==> src/rtl/sha256_msg_loader.sv <==
// sha256_msg_loader: packs a big-endian byte stream into 32-bit words, appends
// SHA-256 padding and the 64-bit bit length, and writes whole 512-bit blocks to
// data memory starting at MSG_BASE through a single registered write port.
module sha256_msg_loader #(
  parameter  int ADDR_W     = 10,
  parameter  int MSG_BASE   = 100,
  parameter  int MAX_BLOCKS = 4,
  parameter  int LEN_W      = 32,
  parameter  int CYC_W      = 15,
  localparam int NB_W       = $clog2(MAX_BLOCKS + 1)
) (
  input  logic              clk,
  input  logic              reset,
  input  logic              start,
  input  logic              start_empty,
  input  logic              byte_valid,
  input  logic [7:0]        byte_data,
  input  logic              byte_last,
  output logic              byte_ready,
  output logic              mem_we,
  output logic [ADDR_W-1:0] mem_addr,
  output logic [31:0]       mem_wdata,
  output logic              busy,
  output logic              done,
  output logic              err,
  output logic [NB_W-1:0]   nblocks,
  output logic [CYC_W-1:0]  cycles
);

  // Word index must reach 16*MAX_BLOCKS after the final length word.
  localparam int                IDX_W     = $clog2(16 * MAX_BLOCKS + 1);
  // Largest message that still leaves room for the 0x80 byte and 8 length bytes.
  localparam int                CAP_BYTES = 64 * MAX_BLOCKS - 9;
  localparam logic [LEN_W-1:0]  CAP_BITS  = LEN_W'(CAP_BYTES * 8);
  localparam logic [ADDR_W-1:0] BASE      = ADDR_W'(MSG_BASE);

  typedef enum logic [2:0] {
    IDLE, ABSORB, PAD80, ZERO, LEN_HI, LEN_LO, FIN
  } state_t;

  state_t           state, state_nxt;
  logic [IDX_W-1:0] word_idx, idx_inc;
  logic [LEN_W-1:0] bit_len;
  logic [63:0]      len64;
  logic [1:0]       lane;       // byte position within the word being packed, MSB first
  logic [31:0]      acc;        // partially packed word
  logic [31:0]      acc_ins;    // acc with the incoming byte inserted
  logic [31:0]      acc_pad;    // acc_ins with the 0x80 marker in the following lane
  logic             accept, overflow, take, word_done;
  logic             wr_en;
  logic [31:0]      wr_data;
  state_t           pad_next;   // where to go after a padding-phase write

  assign len64    = 64'(bit_len);
  assign idx_inc  = word_idx + 1'b1;
  // Stop zero-filling once the two length words exactly close a block.
  assign pad_next = (idx_inc[3:0] == 4'd14) ? LEN_HI : ZERO;

  // Insert the incoming byte into lane 3-k, and the 0x80 marker into lane 2-k.
  always_comb begin
    acc_ins = acc | ({24'd0, byte_data} << {~lane, 3'b000});
    acc_pad = acc_ins | (32'h0000_0080 << {2'(2'd2 - lane), 3'b000});
  end

  // State register.
  always_ff @(posedge clk or negedge reset) begin
    // NOTE: every clocked register uses <= so all flops update from the same pre-edge values.
    if (!reset) state <= IDLE;
    else        state <= state_nxt;
  end

  // Next-state logic.
  always_comb begin
    // NOTE: default first, so no path through the case leaves state_nxt unassigned (no latch).
    state_nxt = state;
    case (state)
      IDLE:    if (start) state_nxt = start_empty ? PAD80 : ABSORB;
      ABSORB: begin
        if (overflow)                  state_nxt = FIN;
        else if (take && byte_last)    state_nxt = (lane == 2'd3) ? PAD80 : pad_next;
      end
      PAD80:   state_nxt = pad_next;
      ZERO:    state_nxt = pad_next;
      LEN_HI:  state_nxt = LEN_LO;
      LEN_LO:  state_nxt = FIN;
      FIN:     state_nxt = IDLE;
      default: state_nxt = IDLE;
    endcase
  end

  // Output logic: byte handshake and the word to be written on the next edge.
  always_comb begin
    byte_ready = (state == ABSORB);
    accept     = byte_ready && byte_valid;
    overflow   = accept && (bit_len == CAP_BITS);
    take       = accept && !overflow;
    word_done  = take && ((lane == 2'd3) || byte_last);
    wr_en      = 1'b0;
    wr_data    = 32'd0;
    case (state)
      ABSORB: begin
        wr_en   = word_done;
        wr_data = (lane == 2'd3) ? acc_ins : acc_pad;
      end
      PAD80: begin
        wr_en   = 1'b1;
        wr_data = 32'h8000_0000;
      end
      ZERO: begin
        wr_en   = 1'b1;
        wr_data = 32'd0;
      end
      LEN_HI: begin
        wr_en   = 1'b1;
        wr_data = len64[63:32];
      end
      LEN_LO: begin
        wr_en   = 1'b1;
        wr_data = len64[31:0];
      end
      default: ;
    endcase
  end

  // Datapath: packing state, registered write port, status and cycle counter.
  always_ff @(posedge clk or negedge reset) begin
    if (!reset) begin
      mem_we    <= 1'b0;
      mem_addr  <= '0;
      mem_wdata <= '0;
      busy      <= 1'b0;
      done      <= 1'b0;
      err       <= 1'b0;
      nblocks   <= '0;
      cycles    <= '0;
      word_idx  <= '0;
      bit_len   <= '0;
      lane      <= '0;
      acc       <= '0;
    end else begin
      done   <= 1'b0;
      mem_we <= wr_en;
      if (wr_en) begin
        mem_addr  <= BASE + ADDR_W'(word_idx);
        mem_wdata <= wr_data;
        word_idx  <= idx_inc;
      end
      if (busy) cycles <= cycles + 1'b1;
      case (state)
        IDLE: begin
          if (start) begin
            err      <= 1'b0;
            nblocks  <= '0;
            cycles   <= '0;
            word_idx <= '0;
            bit_len  <= '0;
            lane     <= '0;
            acc      <= '0;
            busy     <= 1'b1;
          end
        end
        ABSORB: begin
          if (overflow) err <= 1'b1;
          if (take) begin
            bit_len <= bit_len + LEN_W'(8);
            if (word_done) begin
              acc  <= '0;
              lane <= '0;
            end else begin
              acc  <= acc_ins;
              lane <= lane + 1'b1;
            end
          end
        end
        FIN: begin
          done    <= 1'b1;
          busy    <= 1'b0;
          nblocks <= err ? '0 : NB_W'(word_idx >> 4);
        end
        default: ;
      endcase
    end
  end

endmodule

==> config.mk <==
export PLATFORM = sky130hd
export DESIGN_NAME = sha256_msg_loader
export DESIGN_NICKNAME = d
export VERILOG_FILES = /design/src/rtl/sha256_msg_loader.sv
export SDC_FILE = /design/constraint.sdc
export NUM_CORES = 1
export LEC_CHECK = 0
export ABC_AREA = 1
export CORE_MARGIN = 3
export CORE_UTILIZATION = 30
export CTS_BUF_LIST = sky130_fd_sc_hd__clkbuf_4 sky130_fd_sc_hd__clkbuf_8
export CTS_CLUSTER_DIAMETER = 40
export DETAILED_ROUTE_END_ITERATION = 6
export PLACE_DENSITY_LB_ADDON = 0.08
export SYNTH_ARGS = -nofsm -noshare
export SYNTH_HDL_FRONTEND = slang
export SYNTH_SLANG_ARGS = --single-unit
==> constraint.sdc <==
create_clock -name clk -period 1.89 [get_ports clk]
set_input_delay 0.378 -clock clk [delete_from_list [all_inputs] [get_ports clk]]
set_output_delay 0.378 -clock clk [all_outputs]
set_load 0.03 [all_outputs]
# Yosys cells after proc, flatten, opt, wreduce, memory -nomap -nowiden
# Index checks and enable logic that the tools add are counted.
[totals] register_bits=140 latchBits=0 ramBits=0 mem_bits_ro=0 input_bits=14 out_inout_bits=65 elab_cells=88 memories=0
[op_classes] n_addsub=6 mul=0 div=0 magnitude_cmp=0 n_eq_ne=13 shifts=2 muxes=35 bitwise_logic=3 n_reduce_logical=16
[ops] op="2-to-1 mux 32 bit" count=5
[ops] op="one-hot mux 32 bit (2 select lines)" count=2
[ops] op="one-hot mux 32 bit (3 select lines)" count=1
[ops] op="OR 32 bit" count=2
[ops] op="2-to-1 mux 15 bit" count=3
[ops] op="adder 32 x 4 -> 32 bit (second input constant)" count=1
[ops] op="== test 32 x 11 -> 1 bit (second input constant)" count=1
[ops] op="left shift 8 x 5 -> 32 bit" count=1
[ops] op="left shift 8 x 5 -> 32 bit (first input constant)" count=1
[ops] op="2-to-1 mux 3 bit" count=7
[ops] op="2-to-1 mux 7 bit" count=3
[ops] op="adder 15 x 1 -> 15 bit (second input constant)" count=1
[ops] op="one-hot mux 3 bit (5 select lines)" count=1
[ops] op="== test 3 bit (second input constant)" count=3
[ops] op="adder 7 x 7 -> 8 bit (first input constant)" count=1
[ops] op="2-to-1 mux 2 bit" count=4
[ops] op="adder 7 x 1 -> 7 bit (second input constant)" count=1
[ops] op="== test 3 x 2 -> 1 bit (second input constant)" count=2
[ops] op="one-hot mux 1 bit (2 select lines)" count=3
[ops] op="one-hot mux 3 bit (2 select lines)" count=1
[ops] op="AND reduction 3 bit" count=2
[ops] op="logical AND 1 bit" count=5
[ops] op="== test 4 bit (second input constant)" count=1
[ops] op="2-to-1 mux 1 bit" count=4
[ops] op="16 further kinds" count=19

# Depth between registers and ports, before layout
# Gate-level depths: netlist (run 1).
[depth] depth_word=10 ltp_mapped=13 ltp_nobuf=11

# Least setup slack after synthesis (run 1)
# OpenSTA, ideal clock, no wires.
[synth_timing] kind="flip-flop to output port" from="register state[2]" to="output port byte_ready" arrival_ns=1.586 required_time_ns=1.512 setup_slack_ns=-0.074 stages_incl_launch_ff=4 path_buffers=2 cell_sequence="dfrtp_1 -> nor3_4 -> clkbuf_1 -> clkbuf_1"
[synth_between] elab_chain_cells=1
[synth_lines] element="from (decl)" line="41" source="state_t state, state_nxt;"
[synth_lines] element="from (signal assigned)" line="69" source="else state <= state_nxt;"
[synth_lines] element="== test 3 x 1 -> 1 bit" line="93" source="byte_ready = (state == ABSORB);"
[synth_lines] element="to (decl)" line="19" source="output logic byte_ready,"
# Every way passes these cells.

# Worst setup path in the final report (run 1)
[layout_timing] from="register state[1]" to="output port byte_ready"
# Same word-level chain as after synthesis.

==> results.cfg, run 1 <==
[status]
outcome = complete, no violations

[power_and_ir_drop]
power_mw = 15.03
p_per_area_nw_per_um2 = 1530
peakVddDrop_uv = 583.3
p_leak_nw = 4.888

[route]
wl_um = 24870
drt_first_pass_iters = 5
drc = 0
wl_per_cell_um = 17.18
vias_per_cell = 4.770
antenna_left = 0
drt_first_iter_violations = 486
vias = 6902

[sta]
final_hold_viol_count = 0
finalSetupViolCount = 0
post-route-min-period_ns = 1.809
hold_ws_ns = 0.3725
setup_slack_ns = 0.08123
slew_violations = 0
fin_skew_ns = 0.01572
finalCritPeriodShare_pct = 95.70
finalSetupTns_ns = 0
fmax_ghz = 0.5529

[placement]
gp_congestion = 0.8777
dp_hpwl_um = 16520
port_buffers = 76
pre_cts_ws_ns = 0.003560

[final_layout]
postLayoutCoreUtil_pct = 41.70
area_growth_pct = 35.90
layout-drive-gt1-share_pct = 16.40
diodes = 0
fin_nets = 1136

[worst_hold_path]
min_path_type = in2async

[yosys]
ys.flop_type = dfrtp_1
postSynthAreaPerCell_sq_um = 7.573
netlist_area_sq_um = 7224
yosysWarnings = 0
ys_seq_area_share_pct = 46.76
synthArstFlopShare_pct = 100.0
syn_inst = 954
synth_edf_count = 0
yosys.cell_types.count = 37
ys_ff_latch = 135

[critical_path]
worstPathMaxFanout = 4
worst_setup_path_end_kind = output port
cp.arrival_ns = 1.43
rr_startpoint = state[1]
worst_setup_path_start_kind = flop
worstSetupPathType = reg2out
crit_path_start = state[1]
cp.required_ns = 1.51

[job]
cap_violations = 0

[global_route]
grt_max_degree = 52
grt_pass1_wl_um = 36180
grt_pass1_vias = 6518
grt_antenna_before_repair = 0
grt.overflow.total = 0
track_usage_pct = 17.75

[die]
dieHeight_um = 161.2
start_util_pct = 30.69
placementRows = 56
core-area_sq_um = 23540
die_width_um = 161.2
dieArea_sq_um = 25980
num_io_pins = 79

[clock_network]
cts.sinks = 135
max-clock-path-buffers = 2
cts_tree = yes
cts_buffers = 17
cts-htree-levels = 4
clk_pin_slew_ns = 0.08
cts-root-buf = clkbuf_8
clk-insertion-delay-late_ns = 0.47
-- report_power, final --
group	switching, mW	total (mW)	leakage, nW	internal, mW
Clock	1.34	2.48	0.192	1.14
Sequential	0.544	4.26	1.80	3.72
Combinational	5.06	8.28	2.90	3.21
-- kinds of logic (layout without fill, tap and decap cells) --
logic type      count (synthesis)  count (layout)  share of synthesized area (%)
compound gates                192             192                          13.77
fa+ha+maj                       7               7                          1.212
buf+inv                       166             337                          9.473
flops                         135             135                          46.76
other cells                     1               2                        0.05191
simple gates                  435             437                          26.55
xor+xnor                       18              18                          2.182
-- routing by layer --
layer / GRT usage [%] / wire, um / vias to the layer above
met2: 26.97 / 11330 / 184
met5: 0 / 0 / -
met1: 26.37 / 12050 / 3261
met3: 3.052 / 1190 / 25
li1: - / - / 3432
met4: 4.224 / 297 / 0
-- sequential cells by signal, summed over array words and instances, names as in the netlist, 2 cells and up --
register	flops
acc	32
bit_len	29
cycles	15
lane	2
mem_addr	8
mem_wdata	32
nblocks	3
state	3
word_idx	7
-- cells in the mapped netlist, types with 2 or more instances --
cell	count	area share (%)
nand2_1	217	11
dfrtp_1	135	47
inv_1	118	6.1
o21ai_0	108	7.5
nor2_1	85	4.4
nand3_1	68	4.7
a21oi_1	39	2.7
nand4_1	34	2.9
o21ai_1	30	2.1
buf_2	17	1.2
nor3_1	15	1.0
clkbuf_1	14	0.73
xor2_1	13	1.6
ha_1	7	1.2
buf_4	6	0.62
o22ai_1	5	0.43
xnor2_1	5	0.61
a22oi_1	4	0.42
buf_1	4	0.21
inv_2	4	0.21
or2_2	4	0.35
o211ai_1	3	0.31
buf_6	2	0.31
nand2_2	2	0.17
nand2_4	2	0.31
nor3b_1	2	0.21
-- cell usage in the layout, fill, tap and decap left out, types with 4 or more instances in the layout --
cell type	n
a21oi_1	39
a22oi_1	4
buf_12	9
buf_4	73
buf_6	13
clkbuf_16	12
clkbuf_8	19
clkdlybuf4s50_1	12
dfrtp_1	131
dfrtp_2	4
dlygate4sd2_1	51
dlymetal6s2s_1	11
ha_1	7
inv_1	113
inv_2	8
inv_6	5
nand2_1	216
nand3_1	68
nand4_1	34
nor2_1	72
nor2_2	12
nor3_1	15
o21ai_0	93
o21ai_1	45
o22ai_1	5
or2_2	4
xnor2_1	5
xor2_1	12
-- final timing paths --
check / endpoint / slack (ns) / cells past startpoint
setup / recovery: byte_ready / 0.08 / 3
hold / removal: bit_len[19] / 0.37 / 2
setup reg to reg: mem_wdata[18] / 0.11 / 10
hold reg to reg: mem_wdata[0] / 0.47 / 2
max in group asynchronous: busy / 0.93 / 3
min in group clk: mem_wdata[0] / 0.47 / 2
-- stage by stage --
step	cells	area, sq um
final	1447	9818
after global routing	1447	9818
after CTS	1424	9261
after detailed placement	1389	8900
after global placement	1389	8900
after floorplan	955	7229
-- cell type report --
cell class              count  area [sq um]
fillers                  2505         13720
inverters                 123         476.7
well taps                 319         399.1
clock inverters            13         133.9
multi-input cells         656          3274
clock buffers              19         261.5
repair buffers            182          1889
flip-flops and latches    135          3383
-- worst max-delay path, cell delays in order (launching register included) --
cell,delay (ns)
dfrtp_1,0.44
nor3_4,0.25
buf_6,0.15
buf_6,0.13
-- timing repair --
action                                  in CTS  in global routing
endpoints found under the setup margin      52                122
buffers inserted                             2                  6
gates cloned                                 0                 17
gates resized for setup                     53                 67
hold buffers                                 1                  0
endpoints found under the hold margin       30                  0
pin swaps                                    1                  8
Power figures use the tool's default switching activity.
==> run 2: changes to the inputs <==
--- a/config.mk
+++ b/config.mk
@@ -5,7 +5,6 @@
 export SDC_FILE = /design/constraint.sdc
 export NUM_CORES = 1
 export LEC_CHECK = 0
-export ABC_AREA = 1
 export CORE_MARGIN = 3
 export CORE_UTILIZATION = 30
 export CTS_BUF_LIST = sky130_fd_sc_hd__clkbuf_4 sky130_fd_sc_hd__clkbuf_8
==> run 2 against run 1 <==
  * The run now ends with setup timing left
  * Via count decreased by 16%
  * Clock power increased by 20%
  * Flip-flop and latch count unchanged
  * Hold slack improved by 0.024 ns
  * Synthesized cell count decreased by 29%
  * Non-clock buffer count increased by 15
  * Sequential power decreased by 4%
  * Clock skew decreased by 0.0023 ns
  * Critical endpoint unchanged
  * Largest cell class unchanged
  * Highest routed layer unchanged
==> results.cfg, run 2 <==
[status]
outcome = complete, but fails checks
violations = setup timing

[yosys]
netlist_area_sq_um = 6386
ys_seq_area_share_pct = 52.90
synth_area_leaders = dfrtp_1, a21oi_1, nor2_1, nand2_1, o21ai_0
ys.flop_type = dfrtp_1
synth_top_cells_by_count = dfrtp_1, nor2_1, a21oi_1, nand2_1, o21ai_0
postSynthAreaPerCell_sq_um = 9.475
syn_inst = 674
synth_edf_count = 0
yosysWarnings = 0
synthArstFlopShare_pct = 100.0
synth_top_area_share_pct = 52.90
synth.most_common_cell = dfrtp_1
synth_top_cell_by_area = dfrtp_1
yosys.cell_types.count = 48
ys_ff_latch = 135

[final_layout]
n_fill_cell = 1979
mostFrequentLayoutCells = dfrtp_1, nor2_1, buf_4, a21oi_1, nand2_1
seqCellArea_sq_um = 3378
fin_nets = 875
final_common_cell = dfrtp_1
multiInputGateArea_sq_um = 3229
reg_top3 = acc: 32 flops, mem_wdata: 32 flops, bit_len: 29 flops
layout-drive-gt1-share_pct = 29.64
fin_cells = 1137
area_growth_pct = 51.04
diodes = 0

[critical_path]
cp.required_ns = 1.51
path_depth = 5
worst_setup_path_end_kind = output port
worst_setup_path_start_kind = flop
crit_path_start = state[0]
slowest_delay_ns = 0.42
worstPathMaxFanout = 5
cp.arrival_ns = 1.68
crit_end = byte_ready
worstSetupPathType = reg2out
cp_num_buf_inv = 4
rr_endpoint = word_idx[6]
cpLargestDelayFamily = buffers and inverters
rr_startpoint = state[0]
rr_worst_depth = 10
path_cells = inv_2 -> or3_4 -> clkinv_8 -> buf_4 -> buf_6
r2r_setup_slack_ns = -0.13
cpMaxStageDelayCell = or3_4

[clock_network]
cts-root-buf = clkbuf_8
cts_tree = yes
cts_buffers = 17
clk_pin_slew_ns = 0.08
clk-insertion-delay-late_ns = 0.45
cts.sinks = 135
cts-htree-levels = 4
max-clock-path-buffers = 2

[die]
dieHeight_um = 151.9
core-area_sq_um = 20560
num_io_pins = 79
die_width_um = 151.9
dieArea_sq_um = 23070
start_util_pct = 31.06
placementRows = 52

[sta]
slew_violations = 0
setup_slack_ns = -0.1637
final_hold_viol_count = 0
finalSetupTns_ns = -4.451
post-route-min-period_ns = 2.054
hold_ws_ns = 0.3961
finalSetupViolCount = 73
grt_setup_unrepaired = true
finalCritPeriodShare_pct = 108.7
fmax_ghz = 0.4869
fin_skew_ns = 0.01346

[route]
antenna_left = 0
wl_per_cell_um = 18.17
vias = 5808
drt_first_iter_violations = 272
vias_per_cell = 5.108
drt_first_pass_iters = 5
wl_um = 20660
drc = 0

[global_route]
grt_antenna_before_repair = 0
grt_pass1_vias = 5711
grt.overflow.total = 0
grt_max_degree = 43
track_usage_pct = 17.52
grt_pass1_wl_um = 32280

[power_and_ir_drop]
p_leak_nw = 4.712
peakVddDrop_uv = 690.7
p_per_area_nw_per_um2 = 1593
power_mw = 15.37

[placement]
port_buffers = 76
pre_cts_ws_ns = -0.1770
dp_hpwl_um = 13860
gp_congestion = 0.8829
dp_cells = 1070

[worst_hold_path]
min_path_type = in2async

[job]
cap_violations = 0
[run 2: changes by cell type in the layout (fill, tap and decap cells not counted), moves of 15 or more]
| cell | before | now |
|---|---|---|
| o21ai_1 | 45 | 18 |
| o21ai_0 | 93 | 21 |
| nand4_1 | 34 | 9 |
| a21oi_1 | 39 | 70 |
| nand3_1 | 68 | 13 |
| nor3_1 | 15 | 0 |
| nand2_2 | 1 | 19 |
| a22o_1 | 0 | 27 |
| inv_1 | 113 | 10 |
| nand2_1 | 216 | 52 |
[run 2: per-layer routing]
layer	global-route usage [%]	vias up	routed length [um]
li1	-	2739	-
met1	24.93	2912	9749
met2	27.39	140	9861
met3	3.612	17	797
met4	4.538	0	253
met5	0	-	0
[run 2: per-stage QoR]
| step | cell area, sq um | util, % |
|---|---|---|
| after CTS | 9110 | 44.31 |
| after global placement | 8095 | 39.37 |
| final | 9646 | 46.91 |
| after floorplan | 6427 | - |
| after detailed placement | 8095 | 39.37 |
| after global routing | 9646 | 46.91 |
[run 2: what timing repair did]
item | in CTS | in global routing
cloned | 6 | 4
hold buffers | 1 | 0
gates resized for setup | 145 | 106
endpoints found under the setup margin | 133 | 122
setup buffers | 20 | 10
endpoints found under the hold margin | 28 | 0
pin swaps | 46 | 47
[run 2: cells by family (layout without fill, tap and decap cells)]
family / after synthesis / after routing / share of synthesized area, %
adder cells (fa/ha/maj): 7 / 7 / 1.371
AND/OR/NAND/NOR: 251 / 251 / 18.14
multiplexers: 8 / 8 / 1.293
flip-flops: 135 / 135 / 52.90
AO/OA/AOI/OAI: 182 / 182 / 17.28
buffers and inverters: 52 / 244 / 3.742
XOR/XNOR: 38 / 38 / 5.212
other: 1 / 2 / 0.05872
[run 2: worst min-delay path by stage]
stage,start,to,slack [ns],depth (start not counted)
after detailed placement,reset,acc[26],0.30,1
after floorplan,reset,acc[0],0.08,0
after global routing,reset,acc[28],0.39,2
final,reset,acc[0],0.40,2
after global placement,reset,acc[26],0.30,1
after CTS,reset,acc[28],0.38,2
[run 2: final cells by class]
class                   instances  area share [%]
flip-flops and latches        135           35.02
multi-input cells             488           33.48
repair inverters                2          0.2335
clock inverters                12           2.283
repair buffers                197           21.91
inverters                      13          0.7135
well taps                     270           3.502
clock buffers                  20           2.854
[run 2: where the power goes]
part           switching (mW)  leakage (nW)  total, mW  internal, mW
sequential              0.548          1.81       4.11          3.56
clock                    1.16         0.249       2.97          1.81
combinational            4.41          2.65       8.28          3.87
==> run 3: changes to the inputs <==
--- a/config.mk
+++ b/config.mk
@@ -11,6 +11,7 @@
 export CTS_CLUSTER_DIAMETER = 40
 export DETAILED_ROUTE_END_ITERATION = 6
 export PLACE_DENSITY_LB_ADDON = 0.08
+export SKIP_LAST_GASP = 1
 export SYNTH_ARGS = -nofsm -noshare
 export SYNTH_HDL_FRONTEND = slang
 export SYNTH_SLANG_ARGS = --single-unit
==> run 3 against run 2 <==
  * Non-clock buffer count rose by 1
  * Combinational power fell by 0.6%
  * The run still ends with setup timing left
  * First-iteration DRC count rose by 24%
  * Sequential share of layout area barely moved
  * Final cell count barely moved
  * Worst setup slack improved by 0.024 ns
  * Maximum frequency rose by 1.2%
  * Register-to-register slack barely moved
  * Flip-flop and latch count did not move
  * Die area did not move
  * Largest cell class unchanged
  * Largest power group unchanged
  * Power fell by 0.29%
==> results.cfg, run 3 (same netlist as run 2, synthesis figures left out) <==
[status]
outcome = complete, but fails checks
violations = setup timing

[clock_network]
cts-root-buf = clkbuf_8
cts_tree = yes
cts-htree-levels = 4
clk-insertion-delay-late_ns = 0.45
max-clock-path-buffers = 2
clk_pin_slew_ns = 0.08
cts.sinks = 135
cts_buffers = 17

[sta]
finalCritPeriodShare_pct = 107.4
grt_setup_unrepaired = true
slew_violations = 0
fin_skew_ns = 0.01215
finalSetupViolCount = 73
post-route-min-period_ns = 2.030
final_hold_viol_count = 0
fmax_ghz = 0.4926
setup_slack_ns = -0.1399

[global_route]
grt.overflow.total = 0
grt_max_degree = 43
grt_pass1_vias = 5694
grt_pass1_wl_um = 32230
track_usage_pct = 17.52
grt_antenna_before_repair = 0

[critical_path]
rr_startpoint = state[0]
rr_worst_depth = 12
r2r_setup_slack_ns = -0.14
crit_path_start = state[0]
worstSetupPathType = reg2reg
timing.critical_path.mode_cell = buf_12
worstPathMaxFanout = 4
cp.arrival_ns = 2.36
cpMaxStageDelayCell = or3_4
path_cells = inv_2 -> or3_4 -> clkinv_8 -> nand2_4 -> a21oi_4 -> a21oi_4 -> buf_12 -> buf_12 -> buf_12 -> clkbuf_16 -> nand2_1 -> o21ai_0
worst_setup_path_start_kind = flop
crit_end = mem_wdata[20]
slowest_delay_ns = 0.42
worst_setup_path_end_kind = flop
rr_endpoint = mem_wdata[20]
cp.required_ns = 2.22

[route]
vias = 5785
antenna_left = 0
vias_per_cell = 5.083
wl_per_cell_um = 18.18
drt_first_pass_iters = 5
drt_first_iter_violations = 336
wl_um = 20690
drc = 0

[final_layout]
diodes = 0
fin_nets = 876
reg_top3 = acc: 32 flops, mem_wdata: 32 flops, bit_len: 29 flops
layout-drive-gt1-share_pct = 29.61
mostFrequentLayoutCells = dfrtp_1, nor2_1, buf_4, a21oi_1, nand2_1
area_growth_pct = 51.10
final_common_cell = dfrtp_1
fin_cells = 1138
n_fill_cell = 1963

[die]
die_width_um = 151.9
dieHeight_um = 151.9
placementRows = 52
core-area_sq_um = 20560
num_io_pins = 79
start_util_pct = 31.06
dieArea_sq_um = 23070

[power_and_ir_drop]
p_leak_nw = 4.811
p_per_area_nw_per_um2 = 1588
peakVddDrop_uv = 660.2

[placement]
dp_cells = 1070
port_buffers = 76
dp_hpwl_um = 13860
pre_cts_ws_ns = -0.1770
gp_congestion = 0.8829

[worst_hold_path]
min_path_type = in2async

[job]
cap_violations = 0
==> run 3: worst min path at each step <==
stage	slack, ns	start	depth (start not counted)	to
after CTS	0.38	reset	2	acc[28]
after floorplan	0.08	reset	0	acc[0]
final	0.39	reset	2	acc[26]
after global routing	0.39	reset	2	acc[28]
after detailed placement	0.30	reset	1	acc[26]
after global placement	0.30	reset	1	acc[26]
==> run 3: worst max-delay path: cells and delay by family (launching register included) <==
kind / cells / cell delay (ns)
flops: 1 / 0.37
simple gates: 3 / 0.53
compound gates: 3 / 0.36
buf+inv: 6 / 0.66
==> run 3: final cells by class <==
class	count	area, sq um	area share (%)
repair buffers	198	2126	22.03
clock inverters	12	220.2	2.282
multi-input cells	488	3221	33.38
well taps	270	337.8	3.501
inverters	13	68.82	0.7132
clock buffers	20	275.3	2.853
repair inverters	2	22.52	0.2334
flip-flops and latches	135	3378	35.01
==> run 3: routing by layer <==
| metal | routed length (um) | share of wire (%) | track usage [%] |
|---|---|---|---|
| met1 | 9848 | 48 | 24.93 |
| met3 | 841 | 4.1 | 3.584 |
| met4 | 253 | 1.2 | 4.795 |
| met5 | 0 | 0 | 0 |
| met2 | 9749 | 47 | 27.29 |
==> run 3: power breakdown <==
part | total (mW) | internal [mW] | leakage, nW | switching (mW)
logic | 8.23 | 3.84 | 2.75 | 4.39
registers | 4.11 | 3.56 | 1.81 | 0.548
clock network | 2.98 | 1.81 | 0.249 | 1.17
==> run 3: timing repair <==
action	in CTS	in global routing
endpoints found under the hold margin	28	0
setup buffers	20	13
cloned	6	3
hold buffers	1	0
endpoints found under the setup margin	133	133
resized for setup	125	125
pin swaps	41	46
==> run 3: metrics by stage <==
| step | power (mW) | instance area (sq um) | utilization (%) | hold WS, ns | TNS (ns) |
|---|---|---|---|---|---|
| floorplan | 7.488 | 6427 | - | 0.08241 | -4.422 |
| global placement | 9.884 | 8095 | 39.37 | 0.2958 | -8.240 |
| detailed placement | 9.984 | 8095 | 39.37 | 0.2969 | -8.609 |
| CTS | 14.52 | 9097 | 44.25 | 0.3761 | -5.043 |
| global route | 16.23 | 9649 | 46.93 | 0.3948 | -12.72 |
| finish | 15.32 | 9649 | 46.93 | 0.3922 | -4.493 |
